[src/rtl/gem_cluster_xlt_sched_pkg.sv]
// ---------------------------------------------------------------------------
// gem_cluster_xlt_sched_pkg
//   Shared constants and types for the GEM-cluster -> CSC translator scheduler.
//   Holds the per-BX slot count, translator window field widths, the bit
//   layout of a 14-bit GEM cluster word {size[2:0], roll[2:0], pad[7:0]},
//   the scheduler FSM state encoding and a saturating-increment helper for
//   the dropped-strobe counter.
// ---------------------------------------------------------------------------
package gem_cluster_xlt_sched_pkg;

   localparam int NCLST    = 8;
   localparam int SLOTB    = 3;
   localparam int WIREBITS = 7;
   localparam int MXXKYB   = 10;

   localparam int CLWORDB  = 14;
   localparam int PAD_LSB  = 0;
   localparam int PAD_W    = 8;
   localparam int ROLL_LSB = 8;
   localparam int ROLL_W   = 3;
   localparam int SIZE_LSB = 11;
   localparam int SIZE_W   = 3;

   localparam int OVFB     = 8;

   typedef logic [CLWORDB-1:0] clusterWord_t;

   // IDLE waits for a strobe; the latch of a new BX happens on the transition
   // out of IDLE or DONE, so there is no separate LATCH cycle.
   typedef enum logic [1:0] {
      S_IDLE  = 2'd0,
      S_ISSUE = 2'd1,
      S_DRAIN = 2'd2,
      S_DONE  = 2'd3
   } schedState_t;

   // Counter increment that sticks at all-ones instead of wrapping.
   function automatic logic [OVFB-1:0] satInc(input logic [OVFB-1:0] v);
      return (v == '1) ? v : v + 1'b1;
   endfunction

endpackage

[src/rtl/gem_cluster_xlt_sched_if.sv]
// ---------------------------------------------------------------------------
// gem_cluster_xlt_sched_if
//   Bundle between the scheduler and the external cluster translator.
//   Issue side (scheduler -> translator):
//     xlt_cluster  14-bit cluster word, zero on non-issue clocks
//     xlt_vpf      issue strobe
//     xlt_roll/xlt_pad/xlt_size  field slices of xlt_cluster
//   Return side (translator -> scheduler), valid XLT_LAT clocks after issue:
//     xlt_wire_lo/hi/mi  wiregroup window
//     xlt_xky_lo/hi/mi   1/8-strip key window
//     xlt_me1a           ME1a flag
//     xlt_vpf_ret        registered vpf, 0 means matching disabled
//   Modports: master = scheduler, slave = translator.
// ---------------------------------------------------------------------------
interface gem_cluster_xlt_sched_if;
   import gem_cluster_xlt_sched_pkg::*;

   logic [CLWORDB-1:0]  xlt_cluster;
   logic                xlt_vpf;
   logic [ROLL_W-1:0]   xlt_roll;
   logic [PAD_W-1:0]    xlt_pad;
   logic [SIZE_W-1:0]   xlt_size;

   logic [WIREBITS-1:0] xlt_wire_lo;
   logic [WIREBITS-1:0] xlt_wire_hi;
   logic [WIREBITS-1:0] xlt_wire_mi;
   logic [MXXKYB-1:0]   xlt_xky_lo;
   logic [MXXKYB-1:0]   xlt_xky_hi;
   logic [MXXKYB-1:0]   xlt_xky_mi;
   logic                xlt_me1a;
   logic                xlt_vpf_ret;

   modport master (
      output xlt_cluster, xlt_vpf, xlt_roll, xlt_pad, xlt_size,
      input  xlt_wire_lo, xlt_wire_hi, xlt_wire_mi,
      input  xlt_xky_lo, xlt_xky_hi, xlt_xky_mi,
      input  xlt_me1a, xlt_vpf_ret
   );

   modport slave (
      input  xlt_cluster, xlt_vpf, xlt_roll, xlt_pad, xlt_size,
      output xlt_wire_lo, xlt_wire_hi, xlt_wire_mi,
      output xlt_xky_lo, xlt_xky_hi, xlt_xky_mi,
      output xlt_me1a, xlt_vpf_ret
   );

endinterface

[src/rtl/gem_slot_prio_enc.sv]
// ---------------------------------------------------------------------------
// gem_slot_prio_enc
//   Lowest-index priority encoder over the pending-slot mask.
//   Ports:
//     mask_i  N-bit request mask
//     idx_o   index of the lowest set bit (0 when mask_i is empty)
//     any_o   at least one bit of mask_i is set
// ---------------------------------------------------------------------------
module gem_slot_prio_enc #(
   parameter int N = 8,
   parameter int W = 3
) (
   input  logic [N-1:0] mask_i,
   output logic [W-1:0] idx_o,
   output logic         any_o
);

   // Scan from the top down so the last hit, and therefore the winner, is
   // the lowest set bit.
   always_comb begin
      idx_o = '0;
      for (int i = N - 1; i >= 0; i--) begin
         if (mask_i[i]) begin
            idx_o = W'(i);
         end
      end
   end

   assign any_o = |mask_i;

endmodule

[src/rtl/gem_cluster_xlt_sched.sv]
// ---------------------------------------------------------------------------
// gem_cluster_xlt_sched
//   Per-BX scheduler for the single GEM-cluster -> CSC wire/xky translator.
//   Latches NCLST clusters on bx_strobe, issues the valid ones one per clock
//   in ascending slot order, tracks each issue through an XLT_LAT-deep tag
//   pipe, stores the returned windows into a per-slot result bank and then
//   pulses done.
//   Ports:
//     clock, reset_n     clock and synchronous active-low reset
//     bx_strobe          1-clock pulse qualifying clusters_in / vpf_in
//     clusters_in        NCLST packed 14-bit cluster words, slot k at [14k+:14]
//     vpf_in             per-slot valid
//     xlt                translator bundle (master side)
//     res_wire/res_xky   per-slot {mi,hi,lo} windows
//     res_me1a           per-slot ME1a flag
//     res_valid          slot holds a translated, enabled cluster
//     done               1-clock pulse when the result bank is complete
//     busy               high from an accepted strobe until done
//     overflow_cnt       saturating count of strobes dropped while busy
// ---------------------------------------------------------------------------
module gem_cluster_xlt_sched
   import gem_cluster_xlt_sched_pkg::*;
#(
   parameter int XLT_LAT = 1
) (
   input  logic                            clock,
   input  logic                            reset_n,
   input  logic                            bx_strobe,
   input  logic [CLWORDB*NCLST-1:0]        clusters_in,
   input  logic [NCLST-1:0]                vpf_in,
   gem_cluster_xlt_sched_if.master         xlt,
   output logic [3*WIREBITS*NCLST-1:0]     res_wire,
   output logic [3*MXXKYB*NCLST-1:0]       res_xky,
   output logic [NCLST-1:0]                res_me1a,
   output logic [NCLST-1:0]                res_valid,
   output logic                            done,
   output logic                            busy,
   output logic [OVFB-1:0]                 overflow_cnt
);

   localparam logic [2:0] DRAIN_INIT = 3'(XLT_LAT);

   schedState_t                      state_q, state_d;
   logic [NCLST-1:0]                 pending_q, pending_d;
   logic [2:0]                       drainCnt_q, drainCnt_d;
   logic [NCLST-1:0][CLWORDB-1:0]    clusters_q;

   logic [SLOTB-1:0]                 issueSlot;
   logic                             pendingAny;
   logic                             issue;
   logic                             accept;
   logic                             drop;

   logic [XLT_LAT-1:0]               tagVld_q;
   logic [XLT_LAT-1:0][SLOTB-1:0]    tagSlot_q;
   logic                             tagExitVld;
   logic [SLOTB-1:0]                 tagExitSlot;

   logic [NCLST-1:0][3*WIREBITS-1:0] resWire_q;
   logic [NCLST-1:0][3*MXXKYB-1:0]   resXky_q;
   logic [NCLST-1:0]                 resMe1a_q;
   logic [NCLST-1:0]                 resValid_q;
   logic [OVFB-1:0]                  overflow_q;

   gem_slot_prio_enc #(
      .N (NCLST),
      .W (SLOTB)
   ) u_prio (
      .mask_i (pending_q),
      .idx_o  (issueSlot),
      .any_o  (pendingAny)
   );

   // Next-state logic. A strobe seen in IDLE or DONE starts a new BX: the
   // valid mask becomes the pending set and the FSM goes to ISSUE, or
   // straight to DRAIN when nothing is valid. DRAIN always lasts XLT_LAT+1
   // clocks, which covers the last tag leaving the pipe and its result
   // being written before done is raised. Strobes in ISSUE/DRAIN are dropped.
   always_comb begin
      state_d    = state_q;
      pending_d  = pending_q;
      drainCnt_d = drainCnt_q;
      issue      = 1'b0;
      accept     = 1'b0;
      drop       = 1'b0;

      case (state_q)
         S_IDLE: begin
            accept = bx_strobe;
         end
         S_ISSUE: begin
            drop = bx_strobe;
            if (pendingAny) begin
               issue     = 1'b1;
               pending_d = pending_q & ~(NCLST'(1) << issueSlot);
            end
            if (pending_d == '0) begin
               state_d    = S_DRAIN;
               drainCnt_d = DRAIN_INIT;
            end
         end
         S_DRAIN: begin
            drop = bx_strobe;
            if (drainCnt_q == 3'd0) begin
               state_d = S_DONE;
            end else begin
               drainCnt_d = drainCnt_q - 3'd1;
            end
         end
         S_DONE: begin
            state_d = S_IDLE;
            accept  = bx_strobe;
         end
         default: begin
            state_d = S_IDLE;
         end
      endcase

      if (accept) begin
         pending_d  = vpf_in;
         drainCnt_d = DRAIN_INIT;
         state_d    = (vpf_in != '0) ? S_ISSUE : S_DRAIN;
      end
   end

   // FSM state, pending mask and drain counter.
   always_ff @(posedge clock) begin
      if (!reset_n) begin
         state_q    <= S_IDLE;
         pending_q  <= '0;
         drainCnt_q <= '0;
      end else begin
         state_q    <= state_d;
         pending_q  <= pending_d;
         drainCnt_q <= drainCnt_d;
      end
   end

   // Cluster words are held for the whole BX so issue can pick any slot.
   always_ff @(posedge clock) begin
      if (!reset_n) begin
         clusters_q <= '0;
      end else if (accept) begin
         clusters_q <= clusters_in;
      end
   end

   // Tag pipe: each issue pushes {valid,slot}; the entry leaving the last
   // stage lines up with the translator's registered result for that slot.
   always_ff @(posedge clock) begin
      if (!reset_n) begin
         tagVld_q  <= '0;
         tagSlot_q <= '0;
      end else begin
         for (int i = XLT_LAT - 1; i > 0; i--) begin
            tagVld_q[i]  <= tagVld_q[i-1];
            tagSlot_q[i] <= tagSlot_q[i-1];
         end
         tagVld_q[0]  <= issue;
         tagSlot_q[0] <= issueSlot;
      end
   end

   assign tagExitVld  = tagVld_q[XLT_LAT-1];
   assign tagExitSlot = tagSlot_q[XLT_LAT-1];

   // Result bank. Validity is cleared when a new BX is accepted; window data
   // is simply overwritten per slot as results come back.
   always_ff @(posedge clock) begin
      if (!reset_n) begin
         resWire_q  <= '0;
         resXky_q   <= '0;
         resMe1a_q  <= '0;
         resValid_q <= '0;
      end else if (accept) begin
         resValid_q <= '0;
      end else if (tagExitVld) begin
         resWire_q[tagExitSlot]  <= {xlt.xlt_wire_mi, xlt.xlt_wire_hi, xlt.xlt_wire_lo};
         resXky_q[tagExitSlot]   <= {xlt.xlt_xky_mi, xlt.xlt_xky_hi, xlt.xlt_xky_lo};
         resMe1a_q[tagExitSlot]  <= xlt.xlt_me1a;
         resValid_q[tagExitSlot] <= xlt.xlt_vpf_ret;
      end
   end

   // Dropped-strobe counter; only reset clears it.
   always_ff @(posedge clock) begin
      if (!reset_n) begin
         overflow_q <= '0;
      end else if (drop) begin
         overflow_q <= satInc(overflow_q);
      end
   end

   assign xlt.xlt_vpf     = issue;
   assign xlt.xlt_cluster = issue ? clusters_q[issueSlot] : '0;
   assign xlt.xlt_pad     = xlt.xlt_cluster[PAD_LSB +: PAD_W];
   assign xlt.xlt_roll    = xlt.xlt_cluster[ROLL_LSB +: ROLL_W];
   assign xlt.xlt_size    = xlt.xlt_cluster[SIZE_LSB +: SIZE_W];

   assign res_wire     = resWire_q;
   assign res_xky      = resXky_q;
   assign res_me1a     = resMe1a_q;
   assign res_valid    = resValid_q;
   assign done         = (state_q == S_DONE);
   assign busy         = (state_q == S_ISSUE) || (state_q == S_DRAIN);
   assign overflow_cnt = overflow_q;

endmodule

[src/flat_wrapper.sv]
// flat-port wrapper written by rule: the top's interface ports become plain ports
module gem_cluster_xlt_sched_flat import gem_cluster_xlt_sched_pkg::*;
#(
   parameter int XLT_LAT = 1
)
  (clock, reset_n, bx_strobe, clusters_in, vpf_in, res_wire, res_xky, res_me1a, res_valid, done, busy, overflow_cnt, xlt_xlt_cluster, xlt_xlt_vpf, xlt_xlt_roll, xlt_xlt_pad, xlt_xlt_size, xlt_xlt_wire_lo, xlt_xlt_wire_hi, xlt_xlt_wire_mi, xlt_xlt_xky_lo, xlt_xlt_xky_hi, xlt_xlt_xky_mi, xlt_xlt_me1a, xlt_xlt_vpf_ret);
  gem_cluster_xlt_sched_if xlt_i ();
  input  logic clock;
  input  logic reset_n;
  input  logic bx_strobe;
  input  logic [CLWORDB*NCLST-1:0] clusters_in;
  input  logic [NCLST-1:0] vpf_in;
  output logic [3*WIREBITS*NCLST-1:0] res_wire;
  output logic [3*MXXKYB*NCLST-1:0] res_xky;
  output logic [NCLST-1:0] res_me1a;
  output logic [NCLST-1:0] res_valid;
  output logic done;
  output logic busy;
  output logic [OVFB-1:0] overflow_cnt;
  output wire logic [$bits(xlt_i.xlt_cluster)-1:0] xlt_xlt_cluster;
  output wire logic [$bits(xlt_i.xlt_vpf)-1:0] xlt_xlt_vpf;
  output wire logic [$bits(xlt_i.xlt_roll)-1:0] xlt_xlt_roll;
  output wire logic [$bits(xlt_i.xlt_pad)-1:0] xlt_xlt_pad;
  output wire logic [$bits(xlt_i.xlt_size)-1:0] xlt_xlt_size;
  input wire logic [$bits(xlt_i.xlt_wire_lo)-1:0] xlt_xlt_wire_lo;
  input wire logic [$bits(xlt_i.xlt_wire_hi)-1:0] xlt_xlt_wire_hi;
  input wire logic [$bits(xlt_i.xlt_wire_mi)-1:0] xlt_xlt_wire_mi;
  input wire logic [$bits(xlt_i.xlt_xky_lo)-1:0] xlt_xlt_xky_lo;
  input wire logic [$bits(xlt_i.xlt_xky_hi)-1:0] xlt_xlt_xky_hi;
  input wire logic [$bits(xlt_i.xlt_xky_mi)-1:0] xlt_xlt_xky_mi;
  input wire logic [$bits(xlt_i.xlt_me1a)-1:0] xlt_xlt_me1a;
  input wire logic [$bits(xlt_i.xlt_vpf_ret)-1:0] xlt_xlt_vpf_ret;
  assign xlt_xlt_cluster = xlt_i.xlt_cluster;
  assign xlt_xlt_vpf = xlt_i.xlt_vpf;
  assign xlt_xlt_roll = xlt_i.xlt_roll;
  assign xlt_xlt_pad = xlt_i.xlt_pad;
  assign xlt_xlt_size = xlt_i.xlt_size;
  assign xlt_i.xlt_wire_lo = xlt_xlt_wire_lo;
  assign xlt_i.xlt_wire_hi = xlt_xlt_wire_hi;
  assign xlt_i.xlt_wire_mi = xlt_xlt_wire_mi;
  assign xlt_i.xlt_xky_lo = xlt_xlt_xky_lo;
  assign xlt_i.xlt_xky_hi = xlt_xlt_xky_hi;
  assign xlt_i.xlt_xky_mi = xlt_xlt_xky_mi;
  assign xlt_i.xlt_me1a = xlt_xlt_me1a;
  assign xlt_i.xlt_vpf_ret = xlt_xlt_vpf_ret;
  gem_cluster_xlt_sched #(.XLT_LAT(XLT_LAT)) u_core (.clock(clock), .reset_n(reset_n), .bx_strobe(bx_strobe), .clusters_in(clusters_in), .vpf_in(vpf_in), .xlt(xlt_i), .res_wire(res_wire), .res_xky(res_xky), .res_me1a(res_me1a), .res_valid(res_valid), .done(done), .busy(busy), .overflow_cnt(overflow_cnt));
endmodule
[config.mk]
export PLATFORM = sky130hd
export DESIGN_NAME = gem_cluster_xlt_sched_flat
export DESIGN_NICKNAME = d
export VERILOG_FILES = /design/src/rtl/gem_cluster_xlt_sched_pkg.sv /design/src/rtl/gem_cluster_xlt_sched_if.sv /design/src/rtl/gem_slot_prio_enc.sv /design/src/rtl/gem_cluster_xlt_sched.sv /design/src/flat_wrapper.sv
export SDC_FILE = /design/constraint.sdc
export NUM_CORES = 1
export LEC_CHECK = 0
export CORE_AREA = 5 5 243 245
export DETAILED_ROUTE_END_ITERATION = 6
export DIE_AREA = 0 0 248 250
export PLACE_DENSITY_LB_ADDON = 0.2
export SYNTH_ARGS = -nofsm -noshare
export SYNTH_HDL_FRONTEND = slang
export SYNTH_SLANG_ARGS = --single-unit
export TNS_END_PERCENT = 30
[constraint.sdc]
create_clock -name clock -period 2.4 [get_ports clock]
set_input_delay 0.6 -clock clock [delete_from_list [all_inputs] [get_ports clock]]
set_output_delay 0.6 -clock clock [all_outputs]
set_load 0.01 [all_outputs]
Word level (Yosys, flattened, before mapping)
Cells that the tools add are included.
{ "word_totals": {"elab_cells": 110, "out_inout_bits": 463, "reg_bits": 561} }
{ "op_classes": {"addsub": 2, "bitwise_logic": 5, "shift": 1, "reduce_logical": 19, "n_mux": 38, "n_lt_le_gt_ge": 3, "n_eq_ne": 9} }
{ "op_table": {"columns": ["cell", "count"], "rows": [
  ["240-bit bitwise mux", 1],
  ["168-bit bitwise mux", 1],
  ["30-bit demux with 3-bit select", 1],
  ["21-bit demux with 3-bit select", 1],
  ["14-bit binary-select mux with 3-bit select", 1],
  ["8-bit two-way mux", 4],
  ["3-bit two-way mux", 10],
  ["30-bit two-way mux", 1],
  ["14-bit two-way mux", 2],
  ["21-bit two-way mux", 1],
  ["8-bit bitwise mux", 2],
  ["3-bit AND reduction", 3],
  ["8-bit by 1-bit adder with 8-bit output (second input constant)", 1],
  ["8-bit AND", 1],
  ["8-bit equality test (second input constant)", 1],
  ["8-bit logical NOT", 1],
  ["3-bit by 4-bit < comparator with 1-bit output (second input constant)", 2],
  ["2-bit two-way mux", 4],
  ["8-bit NOT", 1],
  ["8-bit nonzero test", 1],
  ["8-bit OR reduction", 1],
  ["1-bit by 3-bit left shift with 8-bit output (first input constant)", 1],
  ["1-bit two-way mux", 6],
  ["3-bit by 1-bit != test with 1-bit output (second input constant)", 2],
  ["20 further kinds", 27]
]} }

Logic depth before layout (Yosys ltp)
{ "logic_depth": {"ltp_word": 17, "mapped_depth": 9} }

Cells and area by module
Synthesis repeated with hierarchy kept, for this count alone.
{ "hier_totals": {"hier_cells": 2646, "area_unflattened_um2": 22459.0} }
{ "modules_own_cells": {"columns": ["mod", "n_inst", "seq_area_each_um2", "cells_each", "area_each_um2"], "rows": [
  ["gem_cluster_xlt_sched", 1, 11230.8, 2633, 22377.7],
  ["gem_slot_prio_enc", 1, 0.0, 13, 81.3]
]} }

Worst setup path before layout
OpenSTA, ideal clock, no wires.
{ "synth_path": {"path_type": "register to output", "start": "register u_core.pending_q[2]", "end": "output port xlt_xlt_pad[4]", "path_stages_with_launch": 9, "t_arrival_ns": 1.998, "slack_ns": -0.198, "required_ns": 1.800, "path_cell_list": "dfxtp_1 > buf_2 > or4_4 > nor2b_2 > buf_4 > o221a_1 > o221ai_1 > a21oi_1 > buf_4"} }
{ "synth_via": {"elab_chain_cells": 6, "elab_cells_between_ends": 9, "cone_classes": "mux (8); reduce/logical (1)"} }
{ "synth_lines": {"columns": ["item", "line", "source"], "rows": [
  ["start: declaration", "gem_cluster_xlt_sched.sv:44", "logic [NCLST-1:0] pending_q, pending_d;"],
  ["start signal: assignment", "gem_cluster_xlt_sched.sv:134", "pending_q <= pending_d;"],
  ["3-bit two-way mux (3 in a row)", "gem_slot_prio_enc.sv:23", "if (mask_i[i]) begin"],
  ["14-bit binary-select mux with 3-bit select", "gem_cluster_xlt_sched.sv:195", "assign xlt.xlt_cluster = issue ? clusters_q[issueSlot] : '0;"],
  ["14-bit two-way mux (not written as such)", "gem_cluster_xlt_sched.sv:195", null],
  ["14-bit two-way mux *", "gem_cluster_xlt_sched.sv:195", null],
  ["end: declaration", "flat_wrapper.sv:23", "output wire logic [$bits(xlt_i.xlt_pad)-1:0] xlt_xlt_pad;"]
]} }
Every way passes the cells marked *; elsewhere a longest branch is shown, timed or not. The select of a mux whose other input is x is not followed.

Worst setup path in the final report
{ "layout_path": {"start": "register u_core.pending_q[4]", "end": "output port xlt_xlt_cluster[11]"} }
{ "layout_via": {"elab_chain_cells": 8, "elab_cells_between_ends": 11, "cone_classes": "mux (10); reduce/logical (1)"} }
{ "layout_lines": {"columns": ["item", "line", "source"], "rows": [
  ["3-bit two-way mux (5 in a row)", "gem_slot_prio_enc.sv:23", null],
  ["14-bit binary-select mux with 3-bit select", "gem_cluster_xlt_sched.sv:195", null],
  ["14-bit two-way mux (not written as such)", "gem_cluster_xlt_sched.sv:195", null],
  ["14-bit two-way mux *", "gem_cluster_xlt_sched.sv:195", null],
  ["end: declaration", "flat_wrapper.sv:20", "output wire logic [$bits(xlt_i.xlt_cluster)-1:0] xlt_xlt_cluster;"]
]} }
Marked as above.

==> results.ini <==
[synth]
synth-seq-cells = 561
yosys-top-cells-count = nand2_1 (1,091), a21oi_1 (562), dfxtp_1 (561)
avgSynthCellArea_um2 = 7.74
syn_area_mm2 = 0.0209
yosys.cell_types.count = 52
syn_inst = 2694
synth-edff-count = 0
ys.flop_type = dfxtp_1
synth_top_area_cell = dfxtp_1
synthDominantCellAreaShare = 0.539
ys_warn_count = 0
syn-num-nets = 2877
async_flop_share = 0
yosysMostFrequentCell = nand2_1
yosys-top-cells-area = dfxtp_1 (54%), nand2_1 (20%), a21oi_1 (13%)
ys_seq_area_frac = 0.539

[clock_network]
clk_latency_ns = 0.61
numCtsBuffers = 56
path_clk_slew_ns = 0.06
numClockSinks = 561
cts-hold-fix-buffers = 0
clockBufferDepth = 3
ctsRootBufferMaster = clkbuf_16
htreeDepth = 2
tritoncts = done

[hold_path]
holdCritPathClass = reg -> reg
hold_end = u_core.res_xky[178]$_SDFFE_PN0P_
hold_depth = 2
worstHoldStart = u_core.res_xky[178]$_SDFFE_PN0P_

[floorplanning]
coreArea_mm2 = 0.0569
die_w_um = 248
dieHeight_um = 250
io_pins = 639
initial_core_util = 0.366
die_area_mm2 = 0.0620
num_rows = 88

[setup_path]
critPathLaunchType = flip-flop
critPathRequiredTime_ns = 1.80
r2r_setup_slack_ns = 0.25
cp_data_arrival_time_ns = 2.88
worstSetupPathType = reg -> out
r2r-end = u_core.drainCnt_q[0]$_SDFFE_PN0P_
cp_max_fo = 8
end_kind = primary output
reg2reg_depth = 9
r2r-start = u_core.pending_q[4]$_SDFFE_PN0P_

[global_route]
grt_usage = 0.260
top_usage_layer = met2
grt_pass1_vias = 19700
grtUsageMet2 = 0.446
grt_pass1_wl_um = 124000
grtUsageMet3 = 0.0581
overflow = 0
met1_usage = 0.311
antenna_found_initial = 6
grt_start_max_net_pins = 123

[timing]
fmax_mhz = 287
fin_crit_sh = 1.45
hold_viol = 0
setup_viol = 29
period_needed_ns = 3.48
worst_pin_slew_ns = 0.683
setup_ws_ns = -1.08
maxSlewHeadroom = 0.543
hold_slack_ns = 0.452
rsz0062_at_grt = true
fin_skew_ns = 0.0185
slew_violations = 0

[layout]
nNetsFinal = 3455
drive_above_1_share = 0.101
area_growth_pct = 47.7
fin_area_mm2 = 0.0308
finalNonFillerCells = 4087

[route]
via_per_inst = 5.11
drt_iter0_markers = 1313
via_count = 20900
wl_per_cell_um = 20.8
ant_nets = 0
firstDrtPassIters = 5
drc = 0
routed_wl_um = 85100

[placement]
dp_slack_ns = -0.701
place_inst = 3963
gp_congestion = 0.892
dp_hpwl_um = 62000
place_area_mm2 = 0.0288
portBuffers = 638

[power]
vdd_drop_max_mv = 0.570
seqPwrFrac = 0.403
power_switching_mw = 8.10
power_mw = 25.9
switching_share = 0.312
total_leakage_power_nw = 10.4
clkPwrFrac = 0.336
p_per_area_mw_per_mm2 = 842
comb_power_share = 0.262
p_int_mw = 17.8

[run_status]
violations = setup timing
outcome = finished with violations

[run]
maxCapViolCount = 0

[power by group through the flow]
stage                     registers, mW  logic [mW]  clock network [mW]
after global routing               10.5        7.37                9.23
final                              10.5        6.79                8.70
after detailed placement           10.6        6.37                   0
after floorplan                    10.5        3.64                   0
after global placement             10.6        6.30                   0
after CTS                          10.4        6.77                8.87
[cells by family after synthesis]
group,count (synthesis),share of synthesized area
buffers and inverters,282,0.0594
multiplexers,6,0.00288
AND/OR/NAND/NOR,1166,0.216
flip-flops,561,0.539
AO/OA/AOI/OAI,667,0.177
XOR/XNOR,5,0.00210
adder cells (fa/ha/maj),7,0.00420
[repair_timing]
action / 4_1_cts / 5_1_grt
resized for setup: 116 / 41
endpoints found under the setup margin: 31 / 30
gates cloned: 3 / 0
setup buffers: 11 / 4
pin swaps: 15 / 18
endpoints found under the hold margin: 0 / 0
[layout by cell type (no fill, tap or decap), drive strengths merged, types with 13 or more instances in the layout]
| master | count |
|---|---|
| a21oi | 563 |
| a31oi | 14 |
| buf | 155 |
| clkbuf | 96 |
| clkdlybuf4s50 | 607 |
| clkinv | 13 |
| dfxtp | 561 |
| inv | 27 |
| nand2 | 1091 |
| nor2 | 29 |
| o21ai | 13 |
| o221a | 14 |
| o221ai | 43 |
[state kept, by name, indices dropped and copies added, names as in the netlist]
name,cells
u_core.overflow_cnt,8
u_core.drainCnt_q,3
u_core.pending_q,8
u_core.res_wire,168
u_core.res_me1a,8
u_core.tagExitVld,1
u_core.state_q,2
u_core.tagExitSlot,3
u_core.clusters_q,112
u_core.res_xky,240
u_core.res_valid,8
[area by class of cell]
class | count | area (um2)
clock buffer | 84 | 1650
multi-input combinational | 1852 | 8770
inverter | 26 | 108
sequential | 561 | 11200
timing repair buffer | 775 | 7890
fill | 5275 | 26100
antenna | 6 | 15.0
tap | 765 | 957
clock inverter | 18 | 189
[through the flow]
| step | TNS (ns) | utilization |
|---|---|---|
| 4_1_cts | -29.20 | 0.541 |
| 2_1_floorplan | -0.860 | - |
| 5_1_grt | -30.63 | 0.541 |
| 6_report | -27.89 | 0.541 |
| 3_5_place_dp | -21.79 | 0.505 |
| 3_3_place_gp | -22.97 | 0.505 |
[critical path: stages (launching register included)]
cell and delay [ns]:
dfxtp_2 0.32, buf_6 0.11, or2_4 0.24, o21a_1 0.22, a2111o_1 0.51, buf_12 0.19
o221a_1 0.24, o221ai_2 0.07, a21oi_2 0.10, buf_4 0.15, buf_6 0.11
[metal layers]
metal | wire (um) | vias to the layer above | share of wire
met5 | 0 | - | 0
met4 | 4160 | 0 | 0.049
met3 | 6490 | 187 | 0.076
met2 | 42200 | 791 | 0.50
met1 | 32300 | 9931 | 0.38
li1 | - | 9973 | -
[how the worst max path moves through the flow]
stage                                endpoint  cells after the start  slack, ns                        startpoint
after floorplan                xlt_xlt_pad[4]                      8      -0.08  u_core.pending_q[2]$_SDFFE_PN0P_
after global placement     xlt_xlt_cluster[7]                      7      -0.70  u_core.pending_q[7]$_SDFFE_PN0P_
after detailed placement   xlt_xlt_cluster[7]                      7      -0.70  u_core.pending_q[7]$_SDFFE_PN0P_
after CTS                     xlt_xlt_roll[1]                     10      -1.15  u_core.pending_q[5]$_SDFFE_PN0P_
after global routing           xlt_xlt_pad[5]                     10      -1.16  u_core.pending_q[4]$_SDFFE_PN0P_
final                     xlt_xlt_cluster[11]                     10      -1.08  u_core.pending_q[4]$_SDFFE_PN0P_
(Power assumes the default switching activity.)
